$ cat config.mk
export PLATFORM = sky130hd
export DESIGN_NAME = sweep_data_parser_flat
export DESIGN_NICKNAME = d
export VERILOG_FILES = /design/src/rtl/sweep_data_parser_pkg.sv /design/src/rtl/sweep_data_parser_if.sv /design/src/rtl/sweep_step_counter.sv /design/src/rtl/sweep_data_parser.sv /design/src/flat_wrapper.sv
export SDC_FILE = /design/constraint.sdc
export NUM_CORES = 1
export LEC_CHECK = 0
export ABC_AREA = 1
export CORE_UTILIZATION = 40
export DETAILED_ROUTE_END_ITERATION = 8
export PLACE_DENSITY_LB_ADDON = 0.15
export SLEW_MARGIN = 20
export SYNTH_ARGS = -nofsm -noshare
export SYNTH_HDL_FRONTEND = slang
export SYNTH_SLANG_ARGS = --single-unit
$ cat constraint.sdc
create_clock -name Clk -period 3.35 [get_ports Clk]
set_input_delay 1.005 -clock Clk [delete_from_list [all_inputs] [get_ports Clk]]
set_output_delay 1.005 -clock Clk [all_outputs]
set_load 0.005 [all_outputs]
$ cat src/rtl/sweep_data_parser_pkg.sv
// ============================================================================
// sweep_data_parser_pkg
// Marker constants, parser state encoding and the DAC0 bit-order helper.
// Revision: 1.0
// ============================================================================
`default_nettype none

package sweep_data_parser_pkg;

  localparam logic [15:0] DEFAULT_HEADER_WORD = 16'hFFAB;
  localparam logic [15:0] DEFAULT_STEP_WORD   = 16'hFF5C;
  localparam logic [15:0] DEFAULT_TAIL_WORD   = 16'hFF5D;
  localparam logic [7:0]  MARKER_BYTE         = 8'hFF;
  localparam logic [15:0] COUNT_MAX           = 16'hFFFF;

  typedef enum logic [1:0] {
    ST_IDLE      = 2'd0,
    ST_WAIT_STEP = 2'd1,
    ST_PARAM     = 2'd2,
    ST_DATA      = 2'd3
  } parser_state_t;

  // The acquisition controller ships DAC0 in SC (reversed) bit order.
  function automatic logic [9:0] dac_invert(input logic [9:0] code);
    logic [9:0] flipped;
    for (int i = 0; i < 10; i++) begin
      flipped[i] = code[9 - i];
    end
    return flipped;
  endfunction

endpackage

`default_nettype wire

$ cat src/rtl/sweep_data_parser_if.sv
// ============================================================================
// sweep_data_parser_if
// Stream input and per-step record output bundle of the sweep parser.
// Revision: 1.0
// ============================================================================
`default_nettype none

interface sweep_data_parser_if;
  logic [15:0] SweepData;
  logic        SweepData_en;
  logic [15:0] ExpectedCount;
  logic        ClearError;
  logic [9:0]  StepDAC0;
  logic [5:0]  StepMask;
  logic [15:0] StepCount;
  logic        StepValid;
  logic        StepCountError;
  logic [9:0]  StepIndex;
  logic        SweepDone;
  logic        FramingError;
  logic        ErrorSticky;
  logic        Busy;

  modport master (
    output SweepData, SweepData_en, ExpectedCount, ClearError,
    input  StepDAC0, StepMask, StepCount, StepValid, StepCountError,
           StepIndex, SweepDone, FramingError, ErrorSticky, Busy
  );

  modport slave (
    input  SweepData, SweepData_en, ExpectedCount, ClearError,
    output StepDAC0, StepMask, StepCount, StepValid, StepCountError,
           StepIndex, SweepDone, FramingError, ErrorSticky, Busy
  );
endinterface

`default_nettype wire

$ cat src/rtl/sweep_step_counter.sv
// ============================================================================
// sweep_step_counter
// Saturating 16-bit data-word counter with compare against the expected count.
// Revision: 1.0
// ============================================================================
`default_nettype none

module sweep_step_counter
  import sweep_data_parser_pkg::*;
(
  input  logic        clk,
  input  logic        reset_n,
  input  logic        clear,
  input  logic        incr,
  input  logic [15:0] expected,
  output logic [15:0] count,
  output logic        mismatch
);

  always_ff @(posedge clk) begin
    if (!reset_n) begin
      count <= '0;
    end else if (clear) begin
      count <= '0;
    end else if (incr && (count != COUNT_MAX)) begin
      count <= count + 16'd1;
    end
  end

  assign mismatch = (count != expected);

endmodule

`default_nettype wire

$ cat src/rtl/sweep_data_parser.sv
// ============================================================================
// sweep_data_parser
// Decodes the framed sweep stream into one registered record per DAC step.
// Revision: 1.0
// ============================================================================
`default_nettype none

module sweep_data_parser
  import sweep_data_parser_pkg::*;
#(
  parameter logic [15:0] HEADER_WORD = DEFAULT_HEADER_WORD,
  parameter logic [15:0] STEP_WORD   = DEFAULT_STEP_WORD,
  parameter logic [15:0] TAIL_WORD   = DEFAULT_TAIL_WORD
) (
  input  logic               Clk,
  input  logic               reset_n,
  sweep_data_parser_if.slave bus
);

  parser_state_t state, next_state;

  logic        is_marker, is_header, is_step, is_tail;
  logic        emit, done, ferr, latch_param, cnt_clear, cnt_incr;
  logic        idx_clear, idx_incr, header_clear;
  logic [15:0] word_count;
  logic        count_mismatch;

  logic [9:0]  dac_hold;
  logic [5:0]  mask_hold;
  logic [9:0]  step_idx;

  logic [9:0]  step_dac0_q;
  logic [5:0]  step_mask_q;
  logic [15:0] step_count_q;
  logic        step_valid_q, step_cerr_q, sweep_done_q, framing_err_q;
  logic        sticky_q, busy_q;
  logic [9:0]  step_index_q;

  assign is_marker = (bus.SweepData[15:8] == MARKER_BYTE);
  assign is_header = (bus.SweepData == HEADER_WORD);
  assign is_step   = (bus.SweepData == STEP_WORD);
  assign is_tail   = (bus.SweepData == TAIL_WORD);

  always_ff @(posedge Clk) begin
    if (!reset_n) state <= ST_IDLE;
    else          state <= next_state;
  end

  always_comb begin
    next_state   = state;
    emit         = 1'b0;
    done         = 1'b0;
    ferr         = 1'b0;
    latch_param  = 1'b0;
    cnt_clear    = 1'b0;
    cnt_incr     = 1'b0;
    idx_clear    = 1'b0;
    idx_incr     = 1'b0;
    header_clear = 1'b0;
    if (bus.SweepData_en) begin
      case (state)
        ST_IDLE: begin
          if (is_header) begin
            next_state   = ST_WAIT_STEP;
            idx_clear    = 1'b1;
            header_clear = 1'b1;
          end
        end
        ST_WAIT_STEP: begin
          if (is_step) begin
            next_state = ST_PARAM;
          end else if (is_tail) begin
            done       = 1'b1;
            next_state = ST_IDLE;
          end else begin
            ferr       = 1'b1;
            next_state = ST_IDLE;
          end
        end
        ST_PARAM: begin
          if (!is_marker) begin
            latch_param = 1'b1;
            cnt_clear   = 1'b1;
            next_state  = ST_DATA;
          end else begin
            ferr       = 1'b1;
            next_state = ST_IDLE;
          end
        end
        ST_DATA: begin
          if (!is_marker) begin
            cnt_incr = 1'b1;
          end else if (is_step) begin
            emit       = 1'b1;
            idx_incr   = 1'b1;
            next_state = ST_PARAM;
          end else if (is_tail) begin
            emit       = 1'b1;
            done       = 1'b1;
            next_state = ST_IDLE;
          end else begin
            ferr       = 1'b1;
            next_state = ST_IDLE;
          end
        end
        default: next_state = ST_IDLE;
      endcase
    end
  end

  sweep_step_counter u_step_counter (
    .clk      (Clk),
    .reset_n  (reset_n),
    .clear    (cnt_clear),
    .incr     (cnt_incr),
    .expected (bus.ExpectedCount),
    .count    (word_count),
    .mismatch (count_mismatch)
  );

  always_ff @(posedge Clk) begin
    if (!reset_n) begin
      dac_hold      <= '0;
      mask_hold     <= '0;
      step_idx      <= '0;
      step_dac0_q   <= '0;
      step_mask_q   <= '0;
      step_count_q  <= '0;
      step_cerr_q   <= 1'b0;
      step_index_q  <= '0;
      step_valid_q  <= 1'b0;
      sweep_done_q  <= 1'b0;
      framing_err_q <= 1'b0;
      sticky_q      <= 1'b0;
      busy_q        <= 1'b0;
    end else begin
      step_valid_q  <= emit;
      sweep_done_q  <= done;
      framing_err_q <= ferr;
      busy_q        <= (next_state != ST_IDLE);
      if (latch_param) begin
        dac_hold  <= dac_invert(bus.SweepData[9:0]);
        mask_hold <= bus.SweepData[15:10];
      end
      if (emit) begin
        step_dac0_q  <= dac_hold;
        step_mask_q  <= mask_hold;
        step_count_q <= word_count;
        step_cerr_q  <= count_mismatch;
        step_index_q <= step_idx;
      end
      if (idx_clear)     step_idx <= '0;
      else if (idx_incr) step_idx <= step_idx + 10'd1;
      // A new error in the same cycle as a clear must stay visible.
      if (ferr || (emit && count_mismatch)) sticky_q <= 1'b1;
      else if (bus.ClearError || header_clear) sticky_q <= 1'b0;
    end
  end

  assign bus.StepDAC0       = step_dac0_q;
  assign bus.StepMask       = step_mask_q;
  assign bus.StepCount      = step_count_q;
  assign bus.StepValid      = step_valid_q;
  assign bus.StepCountError = step_cerr_q;
  assign bus.StepIndex      = step_index_q;
  assign bus.SweepDone      = sweep_done_q;
  assign bus.FramingError   = framing_err_q;
  assign bus.ErrorSticky    = sticky_q;
  assign bus.Busy           = busy_q;

endmodule

`default_nettype wire

$ cat src/flat_wrapper.sv
// flat-port wrapper written by rule: the top's interface ports become plain ports
module sweep_data_parser_flat import sweep_data_parser_pkg::*;
#(
  parameter logic [15:0] HEADER_WORD = DEFAULT_HEADER_WORD,
  parameter logic [15:0] STEP_WORD   = DEFAULT_STEP_WORD,
  parameter logic [15:0] TAIL_WORD   = DEFAULT_TAIL_WORD
)
  (Clk, reset_n, bus_SweepData, bus_SweepData_en, bus_ExpectedCount, bus_ClearError, bus_StepDAC0, bus_StepMask, bus_StepCount, bus_StepValid, bus_StepCountError, bus_StepIndex, bus_SweepDone, bus_FramingError, bus_ErrorSticky, bus_Busy);
  sweep_data_parser_if bus_i ();
  input  logic Clk;
  input  logic reset_n;
  input wire logic [$bits(bus_i.SweepData)-1:0] bus_SweepData;
  input wire logic [$bits(bus_i.SweepData_en)-1:0] bus_SweepData_en;
  input wire logic [$bits(bus_i.ExpectedCount)-1:0] bus_ExpectedCount;
  input wire logic [$bits(bus_i.ClearError)-1:0] bus_ClearError;
  output wire logic [$bits(bus_i.StepDAC0)-1:0] bus_StepDAC0;
  output wire logic [$bits(bus_i.StepMask)-1:0] bus_StepMask;
  output wire logic [$bits(bus_i.StepCount)-1:0] bus_StepCount;
  output wire logic [$bits(bus_i.StepValid)-1:0] bus_StepValid;
  output wire logic [$bits(bus_i.StepCountError)-1:0] bus_StepCountError;
  output wire logic [$bits(bus_i.StepIndex)-1:0] bus_StepIndex;
  output wire logic [$bits(bus_i.SweepDone)-1:0] bus_SweepDone;
  output wire logic [$bits(bus_i.FramingError)-1:0] bus_FramingError;
  output wire logic [$bits(bus_i.ErrorSticky)-1:0] bus_ErrorSticky;
  output wire logic [$bits(bus_i.Busy)-1:0] bus_Busy;
  assign bus_i.SweepData = bus_SweepData;
  assign bus_i.SweepData_en = bus_SweepData_en;
  assign bus_i.ExpectedCount = bus_ExpectedCount;
  assign bus_i.ClearError = bus_ClearError;
  assign bus_StepDAC0 = bus_i.StepDAC0;
  assign bus_StepMask = bus_i.StepMask;
  assign bus_StepCount = bus_i.StepCount;
  assign bus_StepValid = bus_i.StepValid;
  assign bus_StepCountError = bus_i.StepCountError;
  assign bus_StepIndex = bus_i.StepIndex;
  assign bus_SweepDone = bus_i.SweepDone;
  assign bus_FramingError = bus_i.FramingError;
  assign bus_ErrorSticky = bus_i.ErrorSticky;
  assign bus_Busy = bus_i.Busy;
  sweep_data_parser #(.HEADER_WORD(HEADER_WORD), .STEP_WORD(STEP_WORD), .TAIL_WORD(TAIL_WORD)) u_core (.Clk(Clk), .reset_n(reset_n), .bus(bus_i));
endmodule
Word-level counts from Yosys, hierarchy flattened
Cells that the tools add are included.
W data, S select, Z words.
{"block": "op_classes", "addsub": 2, "n_eq_ne": 9, "muxes": 34, "n_bitwise": 1, "reduce_logical": 10}
{"operator": "$eq A16 B16 Y1 const B", "n": 3}
{"operator": "$mux W1", "n": 26}
{"operator": "$add A16 B1 Y16 const B", "n": 1}
{"operator": "$ne A16 B16 Y1", "n": 1}
{"operator": "$ne A16 B16 Y1 const B", "n": 1}
{"operator": "$add A10 B1 Y10 const B", "n": 1}
{"operator": "$mux W2", "n": 5}
{"operator": "$eq A8 B8 Y1 const B", "n": 1}
{"operator": "$pmux W2 S4", "n": 1}
{"operator": "$eq A2 B2 Y1 const B", "n": 2}
{"operator": "$reduce_bool A2 Y1", "n": 2}
{"operator": "$reduce_or A2 Y1", "n": 2}
{"operator": "$pmux W1 S3", "n": 1}
{"operator": "$eq A2 B1 Y1 const B", "n": 1}
{"operator": "$logic_and A1 B1 Y1", "n": 2}
{"operator": "$logic_not A2 Y1", "n": 1}
{"operator": "$logic_or A1 B1 Y1", "n": 2}
{"operator": "$pmux W1 S2", "n": 1}
{"operator": "$reduce_and A2 Y1", "n": 1}
{"operator": "$not A1 Y1", "n": 1}
{"block": "word_totals", "register_bits": 92, "inputBits": 36, "wordCells": 71}

Depth between registers and ports, before layout
{"block": "logic_depth", "word_depth": 9, "depth_mapped": 11}

Cells and area by module
From an unflattened synthesis, not the netlist that was laid out.
{"block": "hier_totals", "hier_cells": 637, "hier_area_um2": 4493.1}
{"module": "sweep_data_parser", "n_inst": 1, "cells_each": 453, "area_per_inst_um2": 3298.2, "seq_area_each_um2": 1521.5}
{"module": "sweep_step_counter", "n_inst": 1, "cells_each": 184, "area_per_inst_um2": 1194.9, "seq_area_each_um2": 320.3}

Worst setup path after synthesis
No wires, ideal clock.
{"block": "synth_path", "kind": "input -> register", "start": "in bus_SweepData[7]", "end": "reg u_core.sticky_q (netlist: u_core.bus.ErrorSticky)", "setup_ns": 0.059, "t_arrival_ns": 2.028, "setup_slack_ns": 1.263, "path_stages": 8, "path_cell_list": "nor2_1 -> nand2_1 -> nor2_1 -> nand2_1 -> a21oi_4 -> buf_6 -> nand3_1 -> nand2_1"}
{"block": "synth_between", "elab_chain_len": 9, "elab_cells_between_ends": 21}
{"item": "from (decl)", "line": "flat_wrapper.sv:12", "text": "input wire logic [$bits(bus_i.SweepData)-1:0] bus_SweepData;"}
{"item": "$eq A16 B16 Y1", "line": "sweep_data_parser.sv:42", "text": "assign is_tail = (bus.SweepData == TAIL_WORD);"}
{"item": "$mux W1", "line": "sweep_data_parser.sv:97", "text": "end else if (is_tail) begin"}
{"item": "$mux W1", "line": "sweep_data_parser.sv:93", "text": "end else if (is_step) begin"}
{"item": "$mux W1", "line": "sweep_data_parser.sv:91", "text": "if (!is_marker) begin"}
{"item": "$mux W1", "line": "sweep_data_parser.sv:61", "text": "case (state)"}
{"item": "$mux W1", "line": "sweep_data_parser.sv:60", "text": "if (bus.SweepData_en) begin"}
{"item": "$logic_and A1 B1 Y1", "line": "sweep_data_parser.sv:155", "text": "if (ferr || (emit && count_mismatch)) sticky_q <= 1'b1;"}
{"item": "$logic_or A1 B1 Y1", "line": "sweep_data_parser.sv:155"}
{"item": "$mux W1 / $reduce_bool A2 Y1 (equally long branches)"}
{"item": "to (signal assigned)", "line": "sweep_data_parser.sv:134", "text": "sticky_q <= 1'b0;"}
{"item": "to (signal assigned)", "line": "sweep_data_parser.sv:155"}
{"item": "to (signal assigned)", "line": "sweep_data_parser.sv:156", "text": "else if (bus.ClearError || header_clear) sticky_q <= 1'b0;"}
{"item": "to (decl)", "line": "sweep_data_parser.sv:36", "text": "logic sticky_q, busy_q;"}
Several ways; a longest one is shown, not always the timed one.
A chain may end at the register's enable or synchronous reset.

Worst setup path in the final report
{"block": "layout_path", "start": "in bus_SweepData[12]", "end": "reg u_core.u_step_counter.count[0]"}
{"block": "layout_between", "elab_chain_len": 5, "elab_cells_between_ends": 8}
{"item": "$eq A8 B8 Y1 *", "line": "sweep_data_parser.sv:39", "text": "assign is_marker = (bus.SweepData[15:8] == MARKER_BYTE);"}
{"item": "$mux W1 *", "line": "sweep_data_parser.sv:81, sweep_data_parser.sv:91"}
{"item": "$mux W1", "line": "sweep_data_parser.sv:61"}
{"item": "$mux W1", "line": "sweep_data_parser.sv:60"}
{"item": "$reduce_or A2 Y1 (no line) / $logic_and A1 B1 Y1 (equally long branches)"}
{"item": "to (signal assigned)", "line": "sweep_step_counter.sv:26", "text": "count <= count + 16'd1;"}
{"item": "to (decl)", "line": "sweep_step_counter.sv:16", "text": "output logic [15:0] count,"}
Every way passes the cells marked *; elsewhere a longest branch is shown, timed or not.

==> key figures <==
CTS
  – CTS H-tree lvls: 3
  – Clock-pin slew on the worst setup and hold paths: approximately 60 ps
  – Post-CTS sizing: 0
  – CTS tree: built
  – Max Root-Sink Buffers: 2
  – Clk root buf: clkbuf_16
  – # hold bufs at CTS: 0
  – CTS Buf Count: 9
  – Clock latency on the worst-skew pair: between 300 and 400 ps
  – Sink Count: 92
  – Post CTS Setup Buffer Count: 0

Power
  – Power Density: between 300 and 400 mW/mm^2
  – Worst VDD drop: about 0.21 mV
  – PnR Total Power: 2.19 mW
  – Cell leakage power: 2.33 nW

Synthesis
  – #FFs+latches synth: 92
  – Netlist cell types: 27
  – Seq/Total Area, Yosys: approximately two fifths
  – FFs w/ async S/R, synth: 0%
  – Post-synth top flop: dfxtp_1
  – Avg Cell Area, Syn: 6.39 sq um
  – Yosys top cell by area: dfxtp_1
  – Post-Syn Nets: 757
  – Synth top area cells: dfxtp_1 40%, nand2_1 17%, nor2_1 11%
  – Number of synthesized flops with an enable pin: 0
  – Synth cell count leaders: 206 x nand2_1, 134 x nor2_1, 92 x dfxtp_1, 92 x inv_1, 59 x nand3_1
  – Synthesized instance count: 719
  – Top-count cell post-synth: nand2_1
  – Mapped Area: about 0.0046 sq mm
  – YS warnings: 0
  – Area share of the largest cell type after synthesis: between 40% and 50%

Layout
  – Area occupied by multi-input gates: about 0.0022 sq mm
  – Final Cell Area: approximately 0.0058 sq mm
  – Fill cell count: between 1,000 and 1,500
  – Register area: about 0.0018 sq mm
  – Fin util: between 50% and 60%
  – Area grow syn2layout: 26.5%
  – Total inserted antenna cells: 0
  – # nets final: 833
  – Layout cells sized above 1: 4.51%

Floorplan
  – Die ar.: 0.0119 sq mm
  – Core Area: between 0.01 and 0.015 sq mm
  – I/O pin total: 84
  – Die Span X: between 100 and 150 um
  – Die height: ~110 um
  – Starting density of the core: a little over two fifths
  – # rows: 38

Setup path
  – CP max-delay cell: clkdlybuf4s50_1
  – CP Launch Type: input port
  – CP Max Fanout: 16
  – Crit path capture type: flop
  – Critical R2R Capture: u_core.u_step_counter.count[5]
  – WP data required: 3610 ps
  – Critical R2R Launch: u_core.u_step_counter.count[0]
  – Kind of critical path: in -> reg
  – Worst reg-to-reg path cell count: 9
  – R2R Setup Slk: approximately 1500 ps
  – Max incr delay on CP: roughly 470 ps
  – Most Frequent Cell on Critical Path: nand2_1
  – Arrival time of the worst setup path: approximately 2800 ps
  – CP Cell Sequence: clkdlybuf4s50_1 > nand2_1 > nor2_1 > nand2_1 > nand2_1 > inv_1 > nand3_2 > nand2_1 > a21oi_1

GRT
  – GRT Resource Usage Total: about a fifth
  – Vias in the first global route: 4,284
  – Initial antenna violation count: 0
  – First-pass GRT wire length: roughly 19,000 um
  – Total grt overflow: 0
  – Largest net degree at the start of global routing: 39

STA
  – Final TNS setup: 0 ps
  – Slew headroom: 62.3%
  – Setup Viol. Count Final: 0
  – Fin. Hold Viols: 0
  – Fmax achieved: a little under 0.4 GHz
  – Worst Max-Slew Pin Slew: 564 ps
  – Final Skew: around 7.4 ps
  – Final period utilization: approximately 77%
  – Tmin final: around 2600 ps
  – Final Max Slew Viols: 0
  – Unrepaired setup endpoints after global routing: false
  – Worst hold slack: roughly 450 ps

Placed design
  – Global placement routability congestion: roughly 0.86
  – HPWL Detailed: roughly 8500 um
  – Port Buffers: a little over 80
  – Placed inst area: 0.00552 sq mm

Hold path
  – Hold Crit Endpoint: u_core.dac_hold[7]
  – HP Class: reg -> reg
  – Worst hold path stage count: 2
  – Hold_sp: u_core.dac_hold[7]

Routing
  – Initial drt markers: roughly 230
  – Total Wirelength: 11,600 um
  – Via-per-instance ratio: around 4.8
  – Number of detailed-route iterations in the first pass: 4
  – Number of routed nets with antenna violations: 0
  – DR WL/cell: approximately 12 um
  – Vias: 4,503
  – DRC violations left: 0

Run status
  – Status: finished clean

Flow run
  – Max_cap viols: 0
## power breakdown
part / switching [mW] / leakage, nW / internal (mW)
Combinational: 0.0592 / 1.45 / 0.0554
Clock: 0.401 / 0.145 / 0.579
Sequential: 0.000000231 / 0.741 / 1.09
Total: 0.460 / 2.33 / 1.73
## layout make-up
| class | instances | share of cell area (%) |
|---|---|---|
| well taps | 140 | 3.01 |
| multi-input cells | 505 | 38.7 |
| inverters | 96 | 6.20 |
| flip-flops and latches | 92 | 31.7 |
| clock inverters | 1 | 0.0861 |
| clock buffers | 14 | 4.89 |
| repair buffers | 91 | 15.5 |
## worst max-delay path, delay by kind of cell
family	cells	cell delay, ps
simple gates	6	1020
buf+inv	2	540
compound gates	1	260
## metal layers
layer  vias to the layer above  routed length, um  share of wire, %  track usage (%)
met3                        13                321               2.8             2.69
met2                        66               5560                48             35.5
met5                         -                  0                 0                0
met4                         0                153               1.3             8.11
met1                      2056               5530                48             26.3
li1                       2368                  -                 -                -
## flip-flops by register name, summed over array words and instances, names as in the netlist, 2 cells and up
register                     count
u_core.bus.StepCount            16
u_core.bus.StepDAC0             10
u_core.bus.StepIndex            10
u_core.bus.StepMask              6
u_core.dac_hold                 10
u_core.mask_hold                 6
u_core.state                     2
u_core.step_idx                 10
u_core.u_step_counter.count     16
## logic make-up after synthesis
group	synth area share [%]
AOI/OAI and AO/OA	7.98
adders and majority gates	0.545
DFF	40.1
buffers and inverters	11.1
xor gates and xnor gates	2.10
and+or+nand+nor	38.1
## cell usage in the layout (no fill, tap or decap), drive strengths merged
| cell | synthesis | final |
|---|---|---|
| nand2 | 207 | 207 |
| nor2 | 137 | 137 |
| inv | 96 | 96 |
| dfxtp | 92 | 92 |
| clkdlybuf4s50 | 0 | 82 |
| nand3 | 60 | 60 |
| a21oi | 44 | 44 |
| o21ai | 21 | 21 |
| clkbuf | 10 | 14 |
| xor2 | 11 | 11 |
| nand4 | 10 | 10 |
| buf | 16 | 9 |
| nor3 | 8 | 8 |
| o211ai | 2 | 2 |
| nand3b | 2 | 2 |
| ha | 2 | 2 |
| and2 | 1 | 1 |
| clkinv | 0 | 1 |
## through the flow
| stage | std cells | setup slack (ps) |
|---|---|---|
| 3_5_place_dp | 924 | 397 |
| 5_1_grt | 939 | 544 |
| 3_3_place_gp | 924 | 505 |
| 2_1_floorplan | 719 | 1260 |
| 4_1_cts | 939 | 754 |
| 6_report | 939 | 766 |
## how the worst max path moves through the flow
stage | startpoint | endpoint | slack (ps) | depth (start not counted)
floorplan | bus_SweepData[7] | u_core.bus.ErrorSticky | 1260 | 8
global placement | bus_SweepData[10] | u_core.bus.ErrorSticky | 500 | 10
detailed placement | bus_SweepData[12] | u_core.u_step_counter.count[0] | 400 | 9
CTS | bus_SweepData[12] | u_core.u_step_counter.count[0] | 750 | 9
global route | bus_SweepData[13] | u_core.u_step_counter.count[0] | 540 | 9
finish | bus_SweepData[12] | u_core.u_step_counter.count[0] | 770 | 9
No activity file was read; power rests on OpenSTA's default activity.
